`src/rtl/sys_arr_out_deskew.sv`:
```
// rtl/sys_arr_out_deskew.sv - realigns staggered systolic-array column outputs into full rows
// and writes them to the output buffer, framed by a start/done batch handshake.
module sys_arr_out_deskew #(
    parameter int width_height = 2,
    parameter int addr_width   = 8
) (
    input  logic                       clk,
    input  logic                       reset,
    input  logic [16*width_height-1:0] maccin,
    input  logic [width_height-1:0]    activein,
    input  logic                       start,
    input  logic [addr_width-1:0]      base_addr,
    input  logic [addr_width-1:0]      num_rows,
    output logic                       wr_en,
    output logic [addr_width-1:0]      wr_addr,
    output logic [16*width_height-1:0] wr_data,
    output logic                       busy,
    output logic                       done,
    output logic                       err
);
    typedef enum logic [1:0] {S_IDLE, S_COLLECT, S_DONE} state_t;

    localparam logic [addr_width-1:0] ADDR_ONE = {{(addr_width-1){1'b0}}, 1'b1};

    logic [16*width_height-1:0] w_al_data;
    logic [width_height-1:0]    w_al_vld;
    logic                       w_row_valid;
    logic                       w_misalign;

    // Column c waits width_height-1-c cycles so it meets the rightmost column.
    genvar c;
    generate
        for (c = 0; c < width_height; c++) begin : g_col
            localparam int DEPTH = width_height - 1 - c;
            if (DEPTH == 0) begin : g_pass
                assign w_al_data[16*c +: 16] = maccin[16*c +: 16];
                assign w_al_vld[c]           = activein[c];
            end else begin : g_dly
                logic [15:0] r_d [DEPTH];
                logic        r_v [DEPTH];
                always_ff @(posedge clk or posedge reset) begin
                    if (reset) begin
                        for (int i = 0; i < DEPTH; i++) begin
                            r_d[i] <= '0;
                            r_v[i] <= 1'b0;
                        end
                    end else begin
                        r_d[0] <= maccin[16*c +: 16];
                        r_v[0] <= activein[c];
                        for (int i = 1; i < DEPTH; i++) begin
                            r_d[i] <= r_d[i-1];
                            r_v[i] <= r_v[i-1];
                        end
                    end
                end
                assign w_al_data[16*c +: 16] = r_d[DEPTH-1];
                assign w_al_vld[c]           = r_v[DEPTH-1];
            end
        end
    endgenerate

    assign w_row_valid = &w_al_vld;
    assign w_misalign  = (|w_al_vld) && !w_row_valid;

    state_t                     r_state, w_state_nxt;
    logic [addr_width-1:0]      r_addr, w_addr_nxt;
    logic [addr_width-1:0]      r_num, w_num_nxt;
    logic [addr_width-1:0]      r_cnt, w_cnt_nxt;
    logic                       r_wr_en, w_wr_en_nxt;
    logic [16*width_height-1:0] r_wr_data, w_wr_data_nxt;
    logic                       r_err, w_err_nxt;

    // r_cnt counts accepted rows; the batch ends on the write of the last accepted row.
    always_comb begin
        w_state_nxt   = r_state;
        w_addr_nxt    = r_wr_en ? r_addr + ADDR_ONE : r_addr;
        w_num_nxt     = r_num;
        w_cnt_nxt     = r_cnt;
        w_wr_en_nxt   = 1'b0;
        w_wr_data_nxt = r_wr_data;
        w_err_nxt     = r_err | w_misalign;
        case (r_state)
            S_IDLE: begin
                if (w_row_valid) begin
                    w_err_nxt = 1'b1;
                end
                if (start) begin
                    w_addr_nxt  = base_addr;
                    w_num_nxt   = num_rows;
                    w_cnt_nxt   = '0;
                    w_err_nxt   = w_misalign | w_row_valid;
                    w_state_nxt = (num_rows == '0) ? S_DONE : S_COLLECT;
                end
            end
            S_COLLECT: begin
                if (w_row_valid) begin
                    if (r_cnt != r_num) begin
                        w_wr_en_nxt   = 1'b1;
                        w_wr_data_nxt = w_al_data;
                        w_cnt_nxt     = r_cnt + ADDR_ONE;
                    end else begin
                        w_err_nxt = 1'b1;
                    end
                end
                if (r_wr_en && (r_cnt == r_num)) begin
                    w_state_nxt = S_DONE;
                end
            end
            S_DONE: begin
                if (w_row_valid) begin
                    w_err_nxt = 1'b1;
                end
                w_state_nxt = S_IDLE;
            end
            default: w_state_nxt = S_IDLE;
        endcase
    end

    always_ff @(posedge clk or posedge reset) begin
        if (reset) begin
            r_state   <= S_IDLE;
            r_addr    <= '0;
            r_num     <= '0;
            r_cnt     <= '0;
            r_wr_en   <= 1'b0;
            r_wr_data <= '0;
            r_err     <= 1'b0;
        end else begin
            r_state   <= w_state_nxt;
            r_addr    <= w_addr_nxt;
            r_num     <= w_num_nxt;
            r_cnt     <= w_cnt_nxt;
            r_wr_en   <= w_wr_en_nxt;
            r_wr_data <= w_wr_data_nxt;
            r_err     <= w_err_nxt;
        end
    end

    assign wr_en   = r_wr_en;
    assign wr_addr = r_addr;
    assign wr_data = r_wr_data;
    assign busy    = (r_state != S_IDLE);
    assign done    = (r_state == S_DONE);
    assign err     = r_err;
endmodule

```
`config.mk`:
```
export PLATFORM = sky130hd
export DESIGN_NAME = sys_arr_out_deskew
export DESIGN_NICKNAME = d
export VERILOG_FILES = /design/src/rtl/sys_arr_out_deskew.sv
export SDC_FILE = /design/constraint.sdc
export NUM_CORES = 1
export LEC_CHECK = 0
export CORE_UTILIZATION = 50
export DETAILED_ROUTE_END_ITERATION = 10
export GPL_TIMING_DRIVEN = 0
export PLACE_DENSITY = 0.84
export SETUP_SLACK_MARGIN = 0.4
export SLEW_MARGIN = 20
export SYNTH_ARGS = -nofsm -noshare
export SYNTH_HDL_FRONTEND = slang
export SYNTH_SLANG_ARGS = --single-unit
```
`constraint.sdc`:
```
create_clock -name clk -period 5.74 [get_ports clk]
set_clock_uncertainty 0.1 [all_clocks]
set_input_delay 0.574 -clock clk [delete_from_list [all_inputs] [get_ports clk]]
set_output_delay 0.574 -clock clk [all_outputs]
set_load 0.01 [all_outputs]
```
==> results.md <==
* Die X at 82.24 um
* Clock tree from TritonCTS: built
* Chip height at 82.24 um
* Vias in the first global route at around 2300
* Area of the die at slightly below 7000 um2
* Max-Cap Viols at 0
* Starting Density at roughly 53%
* Clk root buf: clkbuf_8
* Setup TNS at 0 ns
* Peak VDD IR at ~0.28 mV
* CTS clk-pin slew, worst paths at about 0.070 ns
* Max Slew Vio Count at 0
* Synth warn at 0
* Post-DR wirelength/cell at around 15 um
* Hpwl dp at slightly below 5000 um
* Startpoint types: flop
* # diodes at 0
* Mapped Cells at approximately 250
* Post-Syn Nets at 304
* Combinational Power Share at 34.3%
* Sequential-to-total area share from yosys stat at 59.85%
* Clock Sinks at 77
* Nets@finish at 412
* Clock share of power at between 20% and 30%
* Iter 0 DRT Violations at 92
* P&R area growth vs syn at 40.11%
* Post-CTS Setup Inserts at 0
* Sequential power share at a little over two fifths
* Hold Path Class: reg -> reg
* Post-Route WL at approximately 6700 um
* Tmin final at approximately 2.3 ns
* Crit path capture type: primary output
* Clk Latency, worst-skew pair at roughly 0.33 ns
* RePlAce Congestion at 0.8215
* CTS resizes at 0
* DR vias at ~2200
* FP Rows at 28
* WHS at around 0.38 ns
* RSZ-0062 raised after global routing: no
* Crit path kind: reg -> out
* Initial antenna violation count at 0
* Setup violators final at 0
* Pwr dens at 425.7 nW/um2
* Area of the mapped netlist at around 3200 um2
* Layout fillers at between 400 and 500
* Synthesized flop and latch total at between 70 and 80
* WP data required at 5.07 ns
* Worst slew pin tran at approximately 0.57 ns
* DRT Pass-1 Iters at 4
* First-pass GRT wire length at ~11000 um
* CP max FO at 6
* CTS buffer count at 9
* DRC errors left at 0
* Slew margin rel. at between 60% and 70%
* Distinct cell type count of the synthesized netlist at 28
* Port-buffer cells at 96
* CORE AREA at roughly 6000 um2
* All-Layer GR Usage at between 20% and 30%
* H-tree levels at 3
* P_int at 1.361 mW
* Status: complete, no violations
* Sw frac at 29.12%
* CTS max path bufs at 2
* CP arrival at ~1.6 ns
* Layout cells sized above 1 at around 16%
* Syn_area_per_cell at ~13 um2
* Final Hold Fails at 0
* Peak Freq at between 0.4 and 0.5 GHz
* Largest net degree at the start of global routing at 44
* Period utilisation layout at about two fifths
* Lkg Pwr at 1.981 nW
* Number of hold buffers added after cts at 0
* Via/cell ratio at 5.136
* Routed Antenna Nets at 0
* GR Overflow Total at 0
* # IOs at between 90 and 100
* Switching power at about 0.56 mW
[worst paths after layout]
check	from	end	slack (ns)	cells past startpoint
worst max-delay path	r_state[1]	done	3.48	3
worst min-delay path	g_col[0].g_dly.r_d[2]	wr_data[2]	0.38	1
worst max register to register	r_cnt[2]	wr_data[19]	3.83	7
worst min register to register	g_col[0].g_dly.r_d[2]	wr_data[2]	0.38	1
max in group asynchronous	reset	r_cnt[4]	4.47	3
min in group asynchronous	reset	g_col[0].g_dly.r_d[14]	0.50	2
[sequential cells by signal (all words and copies together) (netlist names)]
register and count:
err 1, g_col.g_dly.r_d 16, g_col.g_dly.r_v 1, r_cnt 8, r_num 8, r_state 2, wr_addr 8, wr_data 32
wr_en 1
[worst max-delay path: stages (launching register included)]
cell and delay, ns:
dfrtp_1 0.46, inv_1 0.15, nor2_1 0.11, clkdlybuf4s50_1 0.54
[cell type report]
type                    count  area [um2]  share of cell area, %
flip-flops and latches     77        1927                  42.72
multi-input cells         153        1174                  26.02
repair buffers             97       980.9                  21.75
clock buffers              11       141.4                  3.135
plain buffers              11       96.34                  2.136
well taps                  75       93.84                  2.080
clock inverters             4       72.57                  1.609
inverters                   6       25.02                 0.5548
[power by group through the flow]
stage	Sequential, mW	Clock [mW]	Combinational, mW
2_1_floorplan	0.854	0	0.305
3_3_place_gp	0.820	0	0.638
3_5_place_dp	0.829	0	0.660
4_1_cts	0.822	0.450	0.665
5_1_grt	0.841	0.475	0.713
6_report	0.820	0.442	0.658
[cell families after synthesis]
group	count (synthesis)	share of synthesized area [%]
AO/OA/AOI/OAI	19	3.692
XOR/XNOR	15	4.081
adder cells (fa/ha/maj)	4	1.555
buffers and inverters	17	3.692
flip-flops	77	59.85
multiplexers	39	16.75
AND/OR/NAND/NOR	76	10.38
[per-layer routing]
metal	GRT usage, %	wire length, um	part of all wire [%]
met1	27.48	2862	43
met2	34.46	3401	51
met3	3.626	283	4.2
met4	11.75	158	2.4
met5	0	0	0
[cells in the mapped netlist]
cell type / count / area, um2
and3_1: 1 / 6.260
mux2_2: 3 / 33.78
nand4_1: 8 / 50.05
a211oi_1: 1 / 7.510
nor2_1: 7 / 26.28
a31o_2: 1 / 8.760
a2111oi_0: 1 / 8.760
nand3_1: 8 / 40.04
xor2_1: 6 / 52.55
xnor2_1: 9 / 78.83
buf_12: 1 / 20.02
dfrtp_1: 77 / 1927
nor4_1: 2 / 12.51
a311oi_1: 1 / 8.760
clkbuf_1: 4 / 15.01
mux2i_1: 7 / 70.07
inv_1: 6 / 22.52
or2_2: 1 / 6.260
o2111a_1: 1 / 11.26
nand2_1: 48 / 180.2
a21oi_1: 4 / 20.02
nor3b_2: 1 / 12.51
buf_2: 1 / 5.000
o32ai_1: 1 / 8.760
buf_6: 5 / 56.30
mux2_4: 29 / 435.4
o21ai_0: 9 / 45.04
ha_1: 4 / 50.05
[cells in the final DEF, fill, tap and decap left out, drive strengths merged, types with 2 or more instances in the layout]
cell and instances:
a21oi 4, buf 8, bufinv 2, clkbuf 15
clkdlybuf4s50 96, dfrtp 77, ha 4, inv 6
mux2 32, mux2i 7, nand2 48, nand3 8
nand4 8, nor2 7, nor4 2, o21ai 9
xnor2 9, xor2 6
[per-stage QoR]
step / utilization [%] / power [mW] / cells / area [um2] / worst slack (ns)
after floorplan: - / 1.159 / 247 / 3219 / 3.099
after global placement: 70.52 / 1.457 / 418 / 4274 / 1.971
after detailed placement: 70.89 / 1.489 / 419 / 4297 / 3.292
after CTS: 74.42 / 1.937 / 434 / 4511 / 3.482
after global routing: 74.42 / 2.029 / 434 / 4511 / 3.390
final: 74.42 / 1.920 / 434 / 4511 / 3.477
Note: power is estimated with default switching activity, not from simulation.
==> edit 1, RTL diff (same flow settings) <==
The parameter `addr_width` goes from 8 to 7.
--- a/src/rtl/sys_arr_out_deskew.sv
+++ b/src/rtl/sys_arr_out_deskew.sv
@@ -2,7 +2,7 @@
 // and writes them to the output buffer, framed by a start/done batch handshake.
 module sys_arr_out_deskew #(
     parameter int width_height = 2,
-    parameter int addr_width   = 8
+    parameter int addr_width   = 7
 ) (
     input  logic                       clk,
     input  logic                       reset,
Interface: changed (resized base_addr, num_rows and wr_addr); port bits go from 97 to 94. No check against the original RTL was run, so the function may have changed too.
==> edit 1 against the original RTL <==
Design area shrank 3.2%; largest cell class unchanged; power is 9.4% higher; setup slack worse by 0.17 ns; highest routed layer unchanged; first-iteration DRC count up 59%; maximum frequency is 7.0% lower; synthesized area shrank 3.7%; wire length is 2.4% lower; non-clock buffer count shrank 6; register-to-register slack got worse by 0.08 ns; sequential cell count is 3 lower; count of clock-buffer cells in the layout is 1 lower; sequential share of layout area shrank 0.30 points.
==> edit 1: results (changes against the original RTL) <==
* Status: finished, final reports clean
* Gr usage total at 22.2% (+0.83 points)
* Synthesized Nets at 291 (-4.3%)
* Register area share after synthesis at 59.7% (-0.13 points)
* Worst VDD drop at 318 uV (+15%)
* Routed wl met2 at 3.28 mm (-3.7%)
* Period utilization at 42.4% (+3.0 points)
* Wl on met1 at 2.74 mm (-4.4%)
* Worst Reg2Reg Path Length in Cells at 5 (-2)
* Critical path origin: r_state[0]
* GR met1 Demand/Resource at 26.8% (-0.67 points)
* Final net count at 396 (-3.9%)
* Switching fraction of total power at 31.7% (+2.6 points)
* Fill cells at 402 (-3.4%)
* Design Area, Final at 0.00437 mm^2 (-3.2%)
* Syn avg cell area at 13.1 um^2 (+0.80%)
* CORE AREA at 0.00596 mm^2 (-1.7%)
* Fin cells at 421 (-3.0%)
* Post-synthesis compound-gate area fraction at 4.08% (+0.38 points)
* CP max FO at 10 (+4)
* M3 GR Usage at 4.16% (+0.53 points)
* Reg-to-reg endpoint: wr_data[10]
* Via count at 2157 (-3.2%)
* Met2 usage at 37.2% (+2.7 points)
* Worst-Margin Slew at 0.480 ns (-0.0866 ns)
* Mux contribution to synthesized area at 17.5% (+0.72 points)
* Worst Setup Slack post-DPL at 3.05 ns (-0.239 ns)
* Detailed-placement wirelength estimate at 4.76 mm (-3.5%)
* WHS at 0.380 ns (+0.00183 ns)
-- edit 1: changes by cell type in the layout (fill, tap and decap cells not counted), sizes merged, moves of 3 or more --
cell / before / now
nand3: 8 / 2
buf: 8 / 4
nand4: 8 / 3
dfrtp: 77 / 74
clkdlybuf4s50: 96 / 93
xor2: 6 / 10
xnor2: 9 / 3
nand2: 48 / 43
-- edit 1: final cells by class --
cell class                 instances  share of cell area, %
buffer                             8                   1.20
timing repair buffer              94                   21.8
multi-input combinational        148                   26.9
clock inverter                     6                   2.06
tap                               75                   2.15
clock buffer                      10                   2.92
sequential                        74                   42.4
inverter                           6                  0.573
-- edit 1: power groups by stage --
stage	Clock (mW)	Sequential, mW	Combinational (mW)
after detailed placement	0	0.838	0.831
after global placement	0	0.830	0.804
after global routing	0.471	0.853	0.893
after CTS	0.451	0.833	0.837
after floorplan	0	0.881	0.386
final	0.441	0.832	0.829
==> edit 2, RTL diff (same settings) <==
Without the edit above. `r_wr_data` no longer has a reset.
--- a/src/rtl/sys_arr_out_deskew.sv
+++ b/src/rtl/sys_arr_out_deskew.sv
@@ -123,7 +123,6 @@
             r_num     <= '0;
             r_cnt     <= '0;
             r_wr_en   <= 1'b0;
-            r_wr_data <= '0;
             r_err     <= 1'b0;
         end else begin
             r_state   <= w_state_nxt;
@@ -131,9 +130,12 @@
             r_num     <= w_num_nxt;
             r_cnt     <= w_cnt_nxt;
             r_wr_en   <= w_wr_en_nxt;
-            r_wr_data <= w_wr_data_nxt;
             r_err     <= w_err_nxt;
         end
+    end
+
+    always_ff @(posedge clk) begin
+        r_wr_data <= w_wr_data_nxt;
     end
 
     assign wr_en   = r_wr_en;
Check against the original RTL: differs if reset is asserted again (counterexample within 4 cycles, from zero or initial values and one cycle with reset high); with reset held inactive, the same outputs for 10 cycles.
==> edit 2 against the original RTL <==
Synthesized area fell by 11%; via count fell by 11%; power fell by 15%; register-to-register slack got worse by 0.12 ns; wire length fell by 12%; design area fell by 6.6%; sequential share of layout area rose by 6.8 points; setup slack got worse by 0.035 ns; core utilization rose by 2.1 points; sequential cell count did not move; clock power rose by 9.3%.
==> edit 2: results (changes against the original RTL) <==
* CP max FO at 24 (+18)
* First-pass GRT wire length at 9.63 mm (-9.0%)
* Clock slew at reported path FFs at 0.08 ns
* CTS buffer count at 9 (unchanged)
* Internal at 1.18 mW (-14%)
* Status: finished, final reports clean
* Vias in the first global route at 1896 (-16%)
* CTS H-tree depth at 3 (unchanged)
* Worst-Margin Slew at 0.617 ns (+0.0507 ns)
* Gr usage total at 22.0% (+0.58 points)
* Fill cells at 339 (-19%)
* Arrival time worst endpoint at 2.24 ns (+0.65 ns)
* HP Class: flop to flop
* Crit path max-delay family: buffers and inverters
* Min-Delay Path Depth at 0 (-1)
* Post-synth EDFFs at 32 (+32)
* Commonest cells in the netlist: nand2_1, dfrtp_1, edfxtp_1
* Largest net degree at the start of global routing at 29 (-34%)
* CP max-delay cell: a21oi_4
* WL met3 at 425 um (+50%)
* Initial drt markers at 105 (+14%)
* Synthesized Nets at 268 (-12%)
* Worst Reg2Reg Path Length in Cells at 4 (-3)
* Final net count at 377 (-8.5%)
* Vias per cell at 4.98 (-2.9%)
* Synth top area cells: dfrtp_1, edfxtp_1, nand2_1
* Placer Congestion at 0.775 (-5.7%)
* Worst VDD drop at 240 uV (-13%)
* Antenna diode count at 0 (unchanged)
* P_leak at 1.71 nW (-14%)
* Wire per inst at 14.8 um (-4.0%)
* Routed wl met2 at 2.73 mm (-20%)
* Number of antenna violations at the first check in global routing at 0 (unchanged)
* Register area share after synthesis at 72.8% (+13 points)
* Post-CTS Resized at 0 (unchanged)
* Ys async rst share at 58.4% (-42 points)
* Final hold viol count at 0 (unchanged)
* Detailed-placement wirelength estimate at 4.26 mm (-14%)
* Wl on met1 at 2.54 mm (-11%)
* Layout cell share with drive strength beyond 1 at 8.00% (-8.2 points)
[edit 2: cell types whose count changed in the layout (fill, tap and decap cells not counted), sizes merged, moves of 2 or more]
cell	unedited run	this run
a21oi	4	6
buf	8	3
dfrtp	77	45
edfxtp	0	32
mux2	32	0
nand3	8	5
nand4	8	6
nor4	2	5
xnor2	9	3
xor2	6	12
[edit 2: final cells by class]
| class | instances | share of cell area [%] |
|---|---|---|
| sequential | 77 | 49.6 |
| timing repair buffer | 98 | 23.9 |
| multi-input combinational | 123 | 17.7 |
| clock buffer | 10 | 3.03 |
| clock inverter | 6 | 2.64 |
| tap | 72 | 2.14 |
| inverter | 6 | 0.535 |
| buffer | 5 | 0.475 |
[edit 2: power by group through the flow]
stage                     Sequential (mW)  Clock, mW  Combinational, mW
after global placement              0.769          0              0.359
after CTS                           0.763      0.495              0.388
after floorplan                     0.782          0              0.174
final                               0.764      0.483              0.383
after detailed placement            0.772          0              0.384
after global routing                0.776      0.515              0.420
[edit 2: kinds of logic after synthesis]
kind of cell	count (synthesis)	synth area share [%]
simple gates	77	12.7
flops	77	72.8
compound gates	20	4.23
xor+xnor	15	4.58
buf+inv	11	1.48
mux	7	2.44
fa+ha+maj	4	1.75
[edit 2: per-stage QoR]
stage                     worst slack [ns]  hold WS (ns)  utilization (%)  area, um^2  cells
after floorplan                       3.16         0.301                -        2870    211
after global placement                2.23         0.301             71.1        3920    379
after detailed placement              3.10         0.305             72.1        3970    381
after CTS                             3.45         0.326             76.5        4210    397
after global routing                  3.29         0.330             76.5        4210    397
final                                 3.44         0.325             76.5        4210    397
[edit 2: worst paths after layout]
kind                       slack, ns               endpoint                    from
hold reg to reg                 0.33            wr_data[14]  g_col[0].g_dly.r_d[14]
min in group asynchronous       0.43  g_col[0].g_dly.r_d[6]                   reset
hold / removal                  0.33            wr_data[14]  g_col[0].g_dly.r_d[14]
setup reg to reg                3.71            wr_data[31]              r_state[1]
setup / recovery                3.44            wr_data[31]             activein[1]
max in group asynchronous       4.62               r_num[5]                   reset
[edit 2: per-layer routing]
layer	GRT usage, %	vias to the layer above
li1	-	957
met1	28.4	925
met2	33.6	84
met3	5.53	13
met4	13.2	0
met5	0	-
